`config.mk`:
```
export PLATFORM = sky130hd
export DESIGN_NAME = sram_bus_arbiter
export DESIGN_NICKNAME = d
export VERILOG_FILES = /design/src/rtl/sram_bus_arbiter_pkg.sv /design/src/rtl/sram_bus_arbiter_starve_cnt.sv /design/src/rtl/sram_bus_arbiter.sv
export SDC_FILE = /design/constraint.sdc
export NUM_CORES = 1
export LEC_CHECK = 0
export ABC_AREA = 1
export BUFFER_PORTS_ARGS = -buffer_cell sky130_fd_sc_hd__buf_2
export CAP_MARGIN = 10
export CORE_AREA = 3 3 124 126
export CTS_BUF_LIST = sky130_fd_sc_hd__clkbuf_4 sky130_fd_sc_hd__clkbuf_8
export DETAILED_ROUTE_END_ITERATION = 6
export DIE_AREA = 0 0 127 129
export GPL_ROUTABILITY_DRIVEN = 0
export GPL_TIMING_DRIVEN = 0
export SYNTH_ARGS = -nofsm -noshare
export SYNTH_HDL_FRONTEND = slang
export SYNTH_SLANG_ARGS = --single-unit
```
`constraint.sdc`:
```
create_clock -name clk -period 2.3 [get_ports clk]
set_clock_uncertainty 0.1 [all_clocks]
set_input_delay 0 -clock clk [delete_from_list [all_inputs] [get_ports clk]]
set_output_delay 0 -clock clk [all_outputs]
set_load 0.02 [all_outputs]
```
`src/rtl/sram_bus_arbiter_pkg.sv`:
```
// Shared constants for the SRAM bus arbiter: FSM state encodings and owner codes.
package sram_bus_arbiter_pkg;

    typedef enum logic [1:0] {
        ARB_IDLE = 2'd0,
        ARB_ADDR = 2'd1,
        ARB_DATA = 2'd2,
        ARB_DONE = 2'd3
    } arb_state_t;

    typedef enum logic {
        ARB_OWN_INST = 1'b0,
        ARB_OWN_DATA = 1'b1
    } arb_owner_t;

endpackage

```
`src/rtl/sram_bus_arbiter_starve_cnt.sv`:
```
// arb_starve_cnt: saturating count of consecutive data grants made while a
// fetch was waiting. force_inst tells the arbiter to let the fetch through.
module arb_starve_cnt #(
    parameter int STARVE_LIMIT = 4
) (
    input  logic clk,
    input  logic rst,
    input  logic grant_data,
    input  logic grant_inst,
    input  logic inst_req,
    output logic force_inst
);

    // One spare bit of headroom so a limit of 0 still gets a legal width.
    localparam int CW = $clog2(STARVE_LIMIT + 2);
    localparam logic [CW-1:0] LIMIT_C = CW'(STARVE_LIMIT);

    logic [CW-1:0] cnt_reg;

    // Count data grants that overtook a waiting fetch; any fetch grant or an uncontested data grant restarts.
    always_ff @(posedge clk) begin
        if (rst) begin
            cnt_reg <= '0;
        end else if (grant_inst) begin
            cnt_reg <= '0;
        end else if (grant_data) begin
            if (!inst_req) begin
                cnt_reg <= '0;
            end else if (cnt_reg != LIMIT_C) begin
                cnt_reg <= cnt_reg + 1'b1;
            end
        end
    end

    assign force_inst = (cnt_reg == LIMIT_C);

endmodule

```
`src/rtl/sram_bus_arbiter.sv`:
```
// sram_bus_arbiter: shares one SRAM-like bus between the fetch (inst) and the
// load/store (data) ports, one outstanding transaction at a time.
// Optional fetch starvation guard: define ARB_STARVE_GUARD_EN.
module sram_bus_arbiter
    import sram_bus_arbiter_pkg::*;
#(
    parameter int AW           = 32,
    parameter int DW           = 32,
    parameter int STARVE_LIMIT = 4
) (
    input  logic            clk,
    input  logic            rst,
    input  logic            inst_req,
    input  logic [AW-1:0]   inst_addr,
    output logic [DW-1:0]   inst_rdata,
    output logic            inst_done,
    input  logic            data_req,
    input  logic            data_wr,
    input  logic [DW/8-1:0] data_be,
    input  logic [AW-1:0]   data_addr,
    input  logic [DW-1:0]   data_wdata,
    output logic [DW-1:0]   data_rdata,
    output logic            data_done,
    output logic            bus_req,
    output logic            bus_wr,
    output logic [DW/8-1:0] bus_be,
    output logic [AW-1:0]   bus_addr,
    output logic [DW-1:0]   bus_wdata,
    input  logic            bus_addr_ok,
    input  logic            bus_data_ok,
    input  logic [DW-1:0]   bus_rdata
);

    arb_state_t        state_reg, state_next;
    arb_owner_t        owner_reg;
    logic [AW-1:0]     addr_reg;
    logic              wr_reg;
    logic [DW/8-1:0]   be_reg;
    logic [DW-1:0]     wdata_reg;
    logic [DW-1:0]     rdata_reg;

    logic              force_inst;
    logic              grant_inst;
    logic              grant_data;
    logic              capture_rdata;

`ifdef ARB_STARVE_GUARD_EN
    arb_starve_cnt #(
        .STARVE_LIMIT (STARVE_LIMIT)
    ) u_starve_cnt (
        .clk        (clk),
        .rst        (rst),
        .grant_data (grant_data),
        .grant_inst (grant_inst),
        .inst_req   (inst_req),
        .force_inst (force_inst)
    );
`else
    // Strict data priority; the limit only matters with the guard, so this is constant 0.
    assign force_inst = (STARVE_LIMIT < 0);
`endif

    // Data (older instruction) wins in IDLE unless the starvation guard forces the fetch.
    assign grant_inst = (state_reg == ARB_IDLE) && inst_req && (!data_req || force_inst);
    assign grant_data = (state_reg == ARB_IDLE) && data_req && !grant_inst;

    assign capture_rdata = ((state_reg == ARB_ADDR) && bus_addr_ok && bus_data_ok) ||
                           ((state_reg == ARB_DATA) && bus_data_ok);

    // Next-state logic for the single-outstanding bus handshake.
    always_comb begin
        state_next = state_reg;
        case (state_reg)
            ARB_IDLE: if (grant_inst || grant_data) state_next = ARB_ADDR;
            ARB_ADDR: if (bus_addr_ok) state_next = bus_data_ok ? ARB_DONE : ARB_DATA;
            ARB_DATA: if (bus_data_ok) state_next = ARB_DONE;
            ARB_DONE: state_next = ARB_IDLE;
            default:  state_next = ARB_IDLE;
        endcase
    end

    // State register.
    always_ff @(posedge clk) begin
        if (rst) begin
            state_reg <= ARB_IDLE;
        end else begin
            state_reg <= state_next;
        end
    end

    // Latch the winning request on the grant edge; requester inputs are ignored afterwards.
    always_ff @(posedge clk) begin
        if (rst) begin
            owner_reg <= ARB_OWN_INST;
            addr_reg  <= '0;
            wr_reg    <= 1'b0;
            be_reg    <= '0;
            wdata_reg <= '0;
        end else if (grant_data) begin
            owner_reg <= ARB_OWN_DATA;
            addr_reg  <= data_addr;
            wr_reg    <= data_wr;
            be_reg    <= data_be;
            wdata_reg <= data_wdata;
        end else if (grant_inst) begin
            owner_reg <= ARB_OWN_INST;
            addr_reg  <= inst_addr;
            wr_reg    <= 1'b0;
            be_reg    <= '1;
            wdata_reg <= '0;
        end
    end

    // Read data is held from data_ok until the next completed transaction.
    always_ff @(posedge clk) begin
        if (rst) begin
            rdata_reg <= '0;
        end else if (capture_rdata) begin
            rdata_reg <= bus_rdata;
        end
    end

    // Bus and completion outputs decoded from state; bus fields are zero outside ADDR/DATA.
    always_comb begin
        bus_req   = 1'b0;
        bus_wr    = 1'b0;
        bus_be    = '0;
        bus_addr  = '0;
        bus_wdata = '0;
        inst_done = 1'b0;
        data_done = 1'b0;
        if (state_reg == ARB_ADDR || state_reg == ARB_DATA) begin
            bus_wr    = wr_reg;
            bus_be    = be_reg;
            bus_addr  = addr_reg;
            bus_wdata = wdata_reg;
        end
        if (state_reg == ARB_ADDR) begin
            bus_req = 1'b1;
        end
        if (state_reg == ARB_DONE) begin
            inst_done = (owner_reg == ARB_OWN_INST);
            data_done = (owner_reg == ARB_OWN_DATA);
        end
    end

    assign inst_rdata = rdata_reg;
    assign data_rdata = rdata_reg;

endmodule

```
==> results of run 1 <==
[layer usage]
layer  vias up  wire (um)  GRT usage
met5         -          0          0
met4         0        641      0.103
met3        50       1410     0.0498
met2       247       8690      0.377
met1      2670       7620      0.254
li1       3136          -          -
[final cells by class]
cell class / count / area (um^2)
Inverter: 83 / 312
Sequential cell: 104 / 2080
Fill cell: 1395 / 6230
Clock buffer: 11 / 145
Timing Repair Buffer: 408 / 2720
Buffer: 80 / 494
Tap cell: 184 / 230
Multi-Input combinational cell: 501 / 2130
Clock inverter: 5 / 80.1
[placed cells by master (no fill, tap or decap), types with 2 or more instances in the layout]
cell                            netlist  routed
sky130_fd_sc_hd__clkbuf_8             0      10
sky130_fd_sc_hd__clkinvlp_4           0       2
sky130_fd_sc_hd__nor2_1             141     141
sky130_fd_sc_hd__nand2_1            214     214
sky130_fd_sc_hd__inv_1               82      82
sky130_fd_sc_hd__dfxtp_1            104     104
sky130_fd_sc_hd__nand3_1             34      34
sky130_fd_sc_hd__clkbuf_4             0       3
sky130_fd_sc_hd__buf_4               34      34
sky130_fd_sc_hd__bufinv_16            0       2
sky130_fd_sc_hd__clkbuf_2             0       5
sky130_fd_sc_hd__buf_2               12     284
sky130_fd_sc_hd__ha_1                 5       4
sky130_fd_sc_hd__dlygate4sd3_1        0     136
sky130_fd_sc_hd__a21oi_1             34      34
sky130_fd_sc_hd__buf_6                5       5
sky130_fd_sc_hd__nand2_2              2       2
sky130_fd_sc_hd__o21ai_0             68      68
sky130_fd_sc_hd__clkbuf_1            30      22
[where the power goes]
part / internal (W) / switching (W)
clock network: 0.000654 / 0.000650
logic: 0.00156 / 0.00267
registers: 0.00232 / 0.000290
[kinds of logic after synthesis]
group           count (synthesis)  share of synthesized area
fa+ha+maj                       5                     0.0125
buf+inv                       164                      0.159
simple gates                  392                      0.305
compound gates                104                      0.107
flops                         104                      0.416
[worst min path at each step]
stage | from | endpoint | slack [ns] | depth (start not counted)
after floorplan | data_wdata[0] | wdata_reg[0] | 0.05 | 2
after global placement | bus_rdata[6] | data_rdata[6] | 0.15 | 3
after detailed placement | bus_rdata[29] | data_rdata[29] | 0.16 | 3
after CTS | data_req | addr_reg[1] | 0.07 | 4
after global routing | data_req | addr_reg[1] | 0.07 | 4
final | data_req | addr_reg[0] | 0.08 | 4
[metrics by stage]
stage / total power, W / setup WS (ns) / cells / cell area [um^2] / utilization
global placement: 0.00664 / 0.105 / 1225 / 6590 / 0.457
floorplan: 0.00532 / 0.675 / 769 / 5000 / -
CTS: 0.00818 / 0.000258 / 1376 / 8180 / 0.567
global route: 0.00876 / 0.0559 / 1376 / 8190 / 0.568
detailed placement: 0.00667 / 0.0982 / 1225 / 6590 / 0.457
finish: 0.00814 / 0.237 / 1376 / 8190 / 0.568
[critical path, stage by stage (launching register included)]
cell and delay, ns:
sky130_fd_sc_hd__dfxtp_1 0.36, sky130_fd_sc_hd__inv_1 0.14, sky130_fd_sc_hd__ha_2 0.18, sky130_fd_sc_hd__buf_4 0.17, sky130_fd_sc_hd__nand2_2 0.15, sky130_fd_sc_hd__nand2_1 0.09, sky130_fd_sc_hd__nand2_1 0.04, sky130_fd_sc_hd__dlygate4sd3_1 0.54
sky130_fd_sc_hd__nor2_1 0.12, sky130_fd_sc_hd__nor2_1 0.06
[timing repair]
action	4_1_cts	5_1_grt
endpoints found under the hold margin	104	0
endpoints found under the setup margin	69	52
resized for setup	4	11
hold buffers	136	0
==> summary.txt, run 1 <==
Clock network
  • Clock latency on the worst-skew pair: approximately 0.37 ns
  • H-tree lvl count: 3
  • Clock Tree Root: sky130_fd_sc_hd__clkbuf_8
  • Clock-pin slew of the registers on the worst-case setup and hold paths: 0.10 ns
  • Setup Fix Bufs, Post-CTS: 0
  • CTS tree: yes
  • Maximum buffer depth of the clock tree: 2
  • Number of buffers created by CTS: 9
  • Clock sink total: approximately 100

Synth
  • Mapped Avg Cell Area: approximately 6.5 um^2
  • Area share of the largest cell type after synthesis: 0.416
  • Most numerous cell in the Yosys netlist: sky130_fd_sc_hd__nand2_1
  • Leading area contributor after synthesis: sky130_fd_sc_hd__dfxtp_1
  • Async set or reset register ratio after synthesis: 0
  • Largest cells by area after synthesis: sky130_fd_sc_hd__dfxtp_1 (42%), sky130_fd_sc_hd__nand2_1 (16%), sky130_fd_sc_hd__nor2_1 (11%), sky130_fd_sc_hd__o21ai_0 (6.8%), sky130_fd_sc_hd__inv_1 (6.2%)
  • Number of enable-type register cells in the synthesized netlist: 0
  • Share of synthesized area occupied by flip-flops and latches: 0.416
  • Post-Synthesis Cell Area: between 5000 and 6000 um^2
  • Warnings, synthesis: 0
  • Net count after synthesis: between 900 and 1000
  • Total of flip-flops plus latches after synthesis: about 100
  • Most frequently used flop master after synthesis: sky130_fd_sc_hd__dfxtp_1
  • Count of cell types in the netlist: 17
  • Post-synth top cells: sky130_fd_sc_hd__nand2_1 (214), sky130_fd_sc_hd__nor2_1 (141), sky130_fd_sc_hd__dfxtp_1 (104)
  • Number of instances in the synthesized netlist: slightly below 800

Critical path
  • Reg2Reg Setup Slack: 0.24 ns
  • CP Max Fanout: 8
  • Arrival time of the worst setup path: around 2.2 ns
  • Worst reg2reg path endpoint: addr_reg[1]
  • Worst setup path category: flop to flop
  • Endpoint type of the worst setup path: flop
  • Critical path startpoint category: flop
  • Data required time of the critical path: about 2.5 ns
  • Worst setup path endpoint: addr_reg[1]
  • R2r startpoint: state_reg[0]
  • Source of the critical timing path: state_reg[0]
  • Register-to-Register Path Depth: 9

STA
  • Finish-stage setup viols: 0
  • Final Cycle Share: 0.897
  • Number of max-slew violations in the final report: 0
  • Min Hold Slack: 0.0752 ns
  • Max frequency: roughly 0.48 GHz
  • Final setup TNS: 0 ns
  • Transition time at the pin with the least slew margin: roughly 0.47 ns
  • Max-slew headroom at the worst pin: 0.686
  • Number of hold-slack violations in the final timing report: 0
  • Setup repair after global routing missed its margin: no
  • Final critical path time including I/O delays and setup: 2.06 ns

Route
  • Wirelength per Cell: 13.3 um
  • Average via count per standard cell: around 4.4
  • Drt initial violations: between 200 and 250
  • Post-route antenna net violation count: 0
  • Number of iterations in the first detailed-routing pass: 4
  • Wire length after detailed routing: about 18000 um
  • Total via count in the routed design: approximately 6000
  • DRC Markers: 0

GRT
  • Overall global routing resource usage: 0.217
  • Largest net degree at the start of global routing: 17
  • Total congestion overflow: 0
  • Via count of the first global-routing pass: about 6000
  • First-pass GRT wire length: roughly 29000 um
  • Number of antenna violations at the first check in global routing: 0

Pwr
  • Worst IR drop on VDD: around 0.00039 V
  • Power per unit of standard cell area: 994 nW/um^2
  • Leak Pwr: between 4 and 5 nW

Die
  • Number of placement rows: 44
  • Die width: approximately 130 um
  • Die height: about 130 um
  • Effective utilization at floorplan: 0.347
  • Die area: 16400 um^2
  • Core region area: approximately 14000 um^2
  • Number of placed I/O pins: roughly 280

Job
  • Number of maximum-capacitance constraint violations: 0

Cells and area
  • # diodes: 0
  • Final-stage net count: around 1300
  • Layout overhead on the synthesized area: 63.8%
  • Ratio of cells with drive above 1 in the final layout: 0.295

Hold path
  • Hold crit path type: input pin to flop

Status
  • Status: finished clean

Placed design
  • Port-buffer cells: between 200 and 300
  • Placed wire-length estimate: 12800 um
Power figures use the tool's default switching activity.
==> run 2, diff against run 1 <==
--- a/config.mk
+++ b/config.mk
@@ -14,6 +14,7 @@
 export DIE_AREA = 0 0 127 129
 export GPL_ROUTABILITY_DRIVEN = 0
 export GPL_TIMING_DRIVEN = 0
+export PLACE_DENSITY = 0.74
 export SYNTH_ARGS = -nofsm -noshare
 export SYNTH_HDL_FRONTEND = slang
 export SYNTH_SLANG_ARGS = --single-unit
==> constraint.sdc (replaced) <==
create_clock -name clk -period 1.7 [get_ports clk]
set_clock_uncertainty 0.1 [all_clocks]
set_input_delay 0 -clock clk [delete_from_list [all_inputs] [get_ports clk]]
set_output_delay 0 -clock clk [all_outputs]
set_load 0.02 [all_outputs]
==> summary.txt, run 2 (synthesis gave the netlist of run 1 again) <==
Route
  • Average via count per standard cell: 4.86 (+9.5%)
  • Total via count in the routed design: 6790 (+11%)
  • Number of iterations in the first detailed-routing pass: 4 (unchanged)
  • Wirelength per Cell: 16.4 um (+23%)
  • Wire length after detailed routing: 22900 um (+25%)
  • Drt initial violations: 315 (+28%)
  • DRC Markers: 0 (unchanged)
  • Post-route antenna net violation count: 0 (unchanged)

STA
  • Max frequency: between 0.5 and 0.6 GHz
  • Number of hold-slack violations in the final timing report: 0 (unchanged)
  • Number of max-slew violations in the final report: 0 (unchanged)
  • Final critical path time including I/O delays and setup: about 1.8 ns
  • Min Hold Slack: 0.0254 ns (-0.0498 ns)
  • Setup repair after global routing missed its margin: yes
  • Transition time at the pin with the least slew margin: 0.689 ns (+0.219 ns)
  • Final Worst Setup Slack: -0.0825 ns (-0.320 ns)
  • Final Cycle Share: 1.05
  • Finish-stage setup viols: 92 (+92)
  • Max-slew headroom at the worst pin: 0.541 (-0.146)

Hold path
  • Hold crit path type: input pin to flop
  • Worst hold path stage count: 6 (+2)
  • Hold_sp: bus_addr_ok
  • Destination of the worst hold path: data_rdata[31]

Clock network
  • Clock latency on the worst-skew pair: 0.38 ns (about the same)
  • Clock sink total: 104 (unchanged)
  • H-tree lvl count: 3 (unchanged)
  • Maximum buffer depth of the clock tree: 2 (unchanged)
  • Number of buffers created by CTS: 9 (unchanged)
  • Clock-pin slew of the registers on the worst-case setup and hold paths: 0.10 ns (about the same)
  • Clock Tree Root: sky130_fd_sc_hd__clkbuf_8
  • CTS tree: yes

Pwr
  • Leak Pwr: 5.21 nW (+11%)
  • Power per unit of standard cell area: 1480 nW/um^2 (+49%)
  • Worst IR drop on VDD: 0.000801 V (+110%)
  • Total Power: 0.0145 W (+78%)

Die
  • Effective utilization at floorplan: 0.347 (unchanged)
  • Number of placed I/O pins: 275 (unchanged)
  • Die area: 16400 um^2 (unchanged)
  • Number of placement rows: 44 (unchanged)
  • Die width: 127 um (unchanged)
  • Core region area: 14400 um^2 (unchanged)
  • Die height: 129 um (unchanged)

Job
  • Number of maximum-capacitance constraint violations: 0 (unchanged)

GRT
  • First-pass GRT wire length: 32500 um (+13%)
  • Via count of the first global-routing pass: 6567 (+9.1%)
  • Largest net degree at the start of global routing: 17 (unchanged)
  • Overall global routing resource usage: 0.249 (+0.0320)
  • Number of antenna violations at the first check in global routing: 1 (+1)
  • Total congestion overflow: 0 (unchanged)

Placed design
  • Port-buffer cells: 272 (unchanged)
  • Placement-stage cell area: 6590 um^2 (unchanged)
  • Placed wire-length estimate: 12200 um (-4.4%)

Cells and area
  • Final-stage net count: 1352 (+1.6%)
  • Leading cell type in the layout, fill and taps excluded: sky130_fd_sc_hd__buf_2
  • Commonest cells after routing, fill and taps aside: sky130_fd_sc_hd__buf_2 (208), sky130_fd_sc_hd__nand2_1 (152), sky130_fd_sc_hd__dlygate4sd3_1 (136)
  • Design area: 9750 um^2 (+19%)
  • Ratio of cells with drive above 1 in the final layout: 0.453 (+0.158)
  • Layout overhead on the synthesized area: 94.9%

Critical path
  • Critical path startpoint category: flop
  • Worst setup path category: flop to primary output
  • Reg2Reg Setup Slack: -0.05 ns (-0.29 ns)
  • Data required time of the critical path: 1.60 ns (-0.88 ns)
  • Worst reg2reg path endpoint: wdata_reg[19]
  • CP max stage cell: sky130_fd_sc_hd__dfxtp_4
  • CP Max Fanout: 10 (+2)
  • Most used cell along the critical path: sky130_fd_sc_hd__buf_8
  • Cell-by-cell listing of the critical path: inv_4, ha_4, buf_8, buf_8, nand2_1, inv_1, buf_6
  • Endpoint type of the worst setup path: primary output
  • Largest stage delay on the critical path: 0.39 ns (-0.15 ns)
  • Register-to-Register Path Depth: 9 (unchanged)
  • Arrival time of the worst setup path: 1.68 ns (-0.56 ns)
  • R2r startpoint: state_reg[0]

Status
  • Status: complete, but fails checks
  • Failing checks: setup timing
[run 2: changes by cell type in the layout (fill, tap and decap cells not counted), moves of 14 or more]
cell                      change
sky130_fd_sc_hd__buf_2       -76
sky130_fd_sc_hd__nand2_1     -62
sky130_fd_sc_hd__buf_6       +59
sky130_fd_sc_hd__inv_1       -57
sky130_fd_sc_hd__inv_2       +53
sky130_fd_sc_hd__nand2_4     +37
sky130_fd_sc_hd__nor2_1      -32
sky130_fd_sc_hd__nand2_2     +25
sky130_fd_sc_hd__nor2_4      +23
sky130_fd_sc_hd__buf_4       +20
sky130_fd_sc_hd__a21oi_1     -14
sky130_fd_sc_hd__a21oi_2     +14
[run 2: worst max path at each step]
stage	start	to	slack, ns	cells after the start
finish	state_reg[0]	bus_addr[12]	-0.08	7
global route	state_reg[0]	bus_addr[12]	-0.15	7
CTS	state_reg[0]	bus_wdata[11]	-0.06	7
detailed placement	state_reg[0]	bus_addr[30]	-0.54	7
global placement	state_reg[0]	bus_addr[30]	-0.51	7
floorplan	state_reg[0]	addr_reg[28]	0.07	10
[run 2: power by group]
part           switching, W  leakage, nW  internal, W  total (W)
clock network      0.000918        0.110     0.000865    0.00178
logic               0.00489         4.25      0.00407    0.00896
registers          0.000558        0.855      0.00315    0.00370
total               0.00637         5.21      0.00808     0.0145
[run 2: critical path, delay by kind of cell (launching register included)]
kind | cells | cell delay, ns
buffers and inverters | 5 | 0.56
adders and majority gates | 1 | 0.28
DFF | 1 | 0.39
and+or+nand+nor | 1 | 0.07
[run 2: cell type report]
| type | instances | area, um^2 |
|---|---|---|
| fillers | 1080 | 4670 |
| clock buffers | 11 | 139 |
| well taps | 184 | 230 |
| diodes | 1 | 2.50 |
| multi-input cells | 501 | 2740 |
| plain buffers | 78 | 686 |
| clock inverters | 5 | 81.3 |
| flip-flops and latches | 104 | 2090 |
| repair buffers | 431 | 3460 |
| inverters | 83 | 325 |
[run 2: repair_timing]
| item | in CTS | in global routing |
|---|---|---|
| pin swaps | 6 | 20 |
| buffers inserted | 8 | 4 |
| cloned | 3 | 8 |
| hold endpoints to repair | 103 | 0 |
| resized for setup | 202 | 252 |
| setup endpoints to repair | 170 | 169 |
| hold buffers | 136 | 0 |
[run 2: metal layers]
metal	GRT usage	share of wire	vias to the layer above	routed length, um
li1	-	-	3186	-
met1	0.261	0.36	3122	8170
met2	0.454	0.52	369	11800
met3	0.0656	0.071	113	1620
met4	0.139	0.058	0	1340
met5	0	0	-	0
[run 2: through the flow]
stage	setup TNS, ns	utilization	std cells	worst slack [ns]
floorplan	0	-	769	0.0748
global placement	-34.36	0.457	1225	-0.511
detailed placement	-38.38	0.457	1225	-0.538
CTS	-2.48	0.614	1386	-0.0573
global route	-10.65	0.676	1398	-0.147
finish	-2.50	0.676	1398	-0.0825
==> run 3, diff against run 2 <==
--- a/config.mk
+++ b/config.mk
@@ -15,6 +15,7 @@
 export GPL_ROUTABILITY_DRIVEN = 0
 export GPL_TIMING_DRIVEN = 0
 export PLACE_DENSITY = 0.74
+export REMOVE_ABC_BUFFERS = 1
 export SYNTH_ARGS = -nofsm -noshare
 export SYNTH_HDL_FRONTEND = slang
 export SYNTH_SLANG_ARGS = --single-unit
==> summary.txt, run 3 (synthesis gave the netlist of run 1 again) <==
Critical path
  • Arrival time of the worst setup path: 1.70 ns (+0.02 ns)
  • Worst setup path category: flop to primary output
  • Critical path startpoint category: flop
  • CP Max Fanout: 6 (-4)
  • Data required time of the critical path: 1.60 ns (about the same)
  • Endpoint type of the worst setup path: primary output

STA
  • Number of hold-slack violations in the final timing report: 0 (unchanged)
  • Number of max-slew violations in the final report: 0 (unchanged)
  • Setup repair after global routing missed its margin: yes
  • Final Worst Setup Slack: -0.0996 ns (-0.0171 ns)
  • Max-slew headroom at the worst pin: 0.333 (-0.208)
  • Final setup TNS: -2.59 ns (-0.0863 ns)
  • Transition time at the pin with the least slew margin: 1.00 ns (+0.312 ns)
  • Final critical path time including I/O delays and setup: 1.80 ns (+0.0171 ns)
  • Max frequency: 0.556 GHz (-0.95%)
  • Final Cycle Share: 1.06 (+0.0101)
  • Finish-stage setup viols: 42 (-54%)

Clock network
  • Clock-pin slew of the registers on the worst-case setup and hold paths: 0.11 ns (about the same)
  • Maximum buffer depth of the clock tree: 2 (unchanged)
  • Clock latency on the worst-skew pair: 0.38 ns (about the same)
  • Number of buffers created by CTS: 9 (unchanged)
  • Clock sink total: 104 (unchanged)
  • CTS tree: yes
  • Clock Tree Root: sky130_fd_sc_hd__clkbuf_8
  • H-tree lvl count: 3 (unchanged)

Pwr
  • Leak Pwr: 4.74 nW (-9.2%)
  • Worst IR drop on VDD: 0.000696 V (-13%)
  • Power per unit of standard cell area: 1480 nW/um^2 (+0.17%)

Cells and area
  • Ratio of cells with drive above 1 in the final layout: 0.376 (-0.0771)
  • Final-stage net count: 1303 (-3.6%)
  • Leading cell type in the layout, fill and taps excluded: sky130_fd_sc_hd__buf_2
  • Design area: 8950 um^2 (-8.2%)
  • # diodes: 0 (-1)
  • Count of fill cells added during filler insertion: 1157 (+7.1%)
  • Layout overhead on the synthesized area: 78.9%
  • Commonest cells after routing, fill and taps aside: sky130_fd_sc_hd__buf_2 (208), sky130_fd_sc_hd__nand2_1 (184), sky130_fd_sc_hd__nor2_1 (133), sky130_fd_sc_hd__dlygate4sd3_1 (133), sky130_fd_sc_hd__dfxtp_1 (102)
  • Non-Filler Instances: 1348 (-3.6%)

GRT
  • Overall global routing resource usage: 0.251 (+0.00168)
  • First-pass GRT wire length: 32500 um (+0.28%)
  • Largest net degree at the start of global routing: 38 (+21)
  • Total congestion overflow: 0 (unchanged)
  • Number of antenna violations at the first check in global routing: 0 (-1)
  • Via count of the first global-routing pass: 6228 (-5.2%)

Route
  • Wirelength per Cell: 17.1 um (+4.4%)
  • Drt initial violations: 384 (+22%)
  • Number of iterations in the first detailed-routing pass: 4 (unchanged)
  • Post-route antenna net violation count: 0 (unchanged)
  • Total via count in the routed design: 6539 (-3.7%)
  • DRC Markers: 0 (unchanged)
  • Wire length after detailed routing: 23100 um (+0.70%)
  • Average via count per standard cell: 4.85 (-0.12%)

Die
  • Effective utilization at floorplan: 0.347 (unchanged)
  • Number of placement rows: 44 (unchanged)
  • Number of placed I/O pins: 275 (unchanged)
  • Core region area: 14400 um^2 (unchanged)
  • Die area: 16400 um^2 (unchanged)
  • Die height: 129 um (unchanged)
  • Die width: 127 um (unchanged)

Hold path
  • Hold crit path type: input pin to flop

Status
  • Status: complete, but fails checks
  • Failing checks: setup timing

Placed design
  • Placed wire-length estimate: 10200 um (-16%)
  • # placed instances: 1148 (-6.3%)
  • Placement-stage cell area: 6170 um^2 (-6.4%)
  • Port-buffer cells: 274 (+0.74%)

Job
  • Number of maximum-capacitance constraint violations: 0 (unchanged)
## run 3: cell types whose count changed in the layout (fill, tap and decap cells not counted), moves of 13 or more
cell,delta
sky130_fd_sc_hd__nor2_1,+24
sky130_fd_sc_hd__nand2_1,+32
sky130_fd_sc_hd__buf_4,-26
sky130_fd_sc_hd__clkbuf_1,-13
sky130_fd_sc_hd__nand2_4,-26
sky130_fd_sc_hd__nor2_4,-21
## run 3: metrics by stage
step	hold slack (ns)	setup WS, ns	total power, W	utilization
CTS	0.00438	-0.103	0.0119	0.584
global route	0.0508	-0.157	0.0141	0.620
finish	0.0616	-0.0996	0.0133	0.620
detailed placement	0.154	-1.80	0.00843	0.428
floorplan	-0.0309	-1.04	0.00660	-
global placement	0.148	-2.25	0.00782	0.424
## run 3: repair_timing
item	in CTS	in global routing
resized for setup	121	141
setup buffers	24	13
pin swaps	6	7
endpoints found under the setup margin	173	171
endpoints found under the hold margin	101	0
gates cloned	9	7
hold buffers	133	0
## run 3: report_power, final
group	switching, W	internal [W]	leakage [nW]
Sequential	0.000466	0.00314	0.855
Combinational	0.00473	0.00347	3.80
Clock	0.000924	0.000548	0.0838
Total	0.00612	0.00716	4.74
## run 3: critical path, cell delays in order, from the launching register on
cell                        delay, ns
sky130_fd_sc_hd__dfxtp_4         0.38
sky130_fd_sc_hd__inv_4           0.05
sky130_fd_sc_hd__ha_4            0.35
sky130_fd_sc_hd__buf_12          0.15
sky130_fd_sc_hd__clkbuf_16       0.16
sky130_fd_sc_hd__nand2_2         0.06
sky130_fd_sc_hd__inv_2           0.05
sky130_fd_sc_hd__buf_6           0.11
## run 3: final timing paths
check,startpoint,endpoint,slack [ns],cells past startpoint
setup reg to reg,state_reg[0],wdata_reg[14],0,9
hold / removal,bus_data_ok,data_rdata[14],0.06,4
setup / recovery,state_reg[0],bus_wdata[31],-0.1,7
hold reg to reg,wdata_reg[11],wdata_reg[11],0.37,2
## run 3: per-layer routing
metal,vias to the layer above,wire (um),track usage,share of wire
met2,354,11700,0.456,0.51
li1,3090,-,-,-
met5,-,0,0,0
met4,0,858,0.110,0.037
met3,77,1840,0.0668,0.080
met1,3018,8700,0.275,0.38
## run 3: layout make-up
class	instances	area (um^2)	area share
clock buffers	9	124	0.0138
well taps	184	230	0.0257
repair buffers	450	3660	0.409
clock inverters	7	56.3	0.00629
repair inverters	6	77.6	0.00867
flip-flops and latches	104	2090	0.233
inverters	83	347	0.0387
multi-input cells	505	2370	0.265
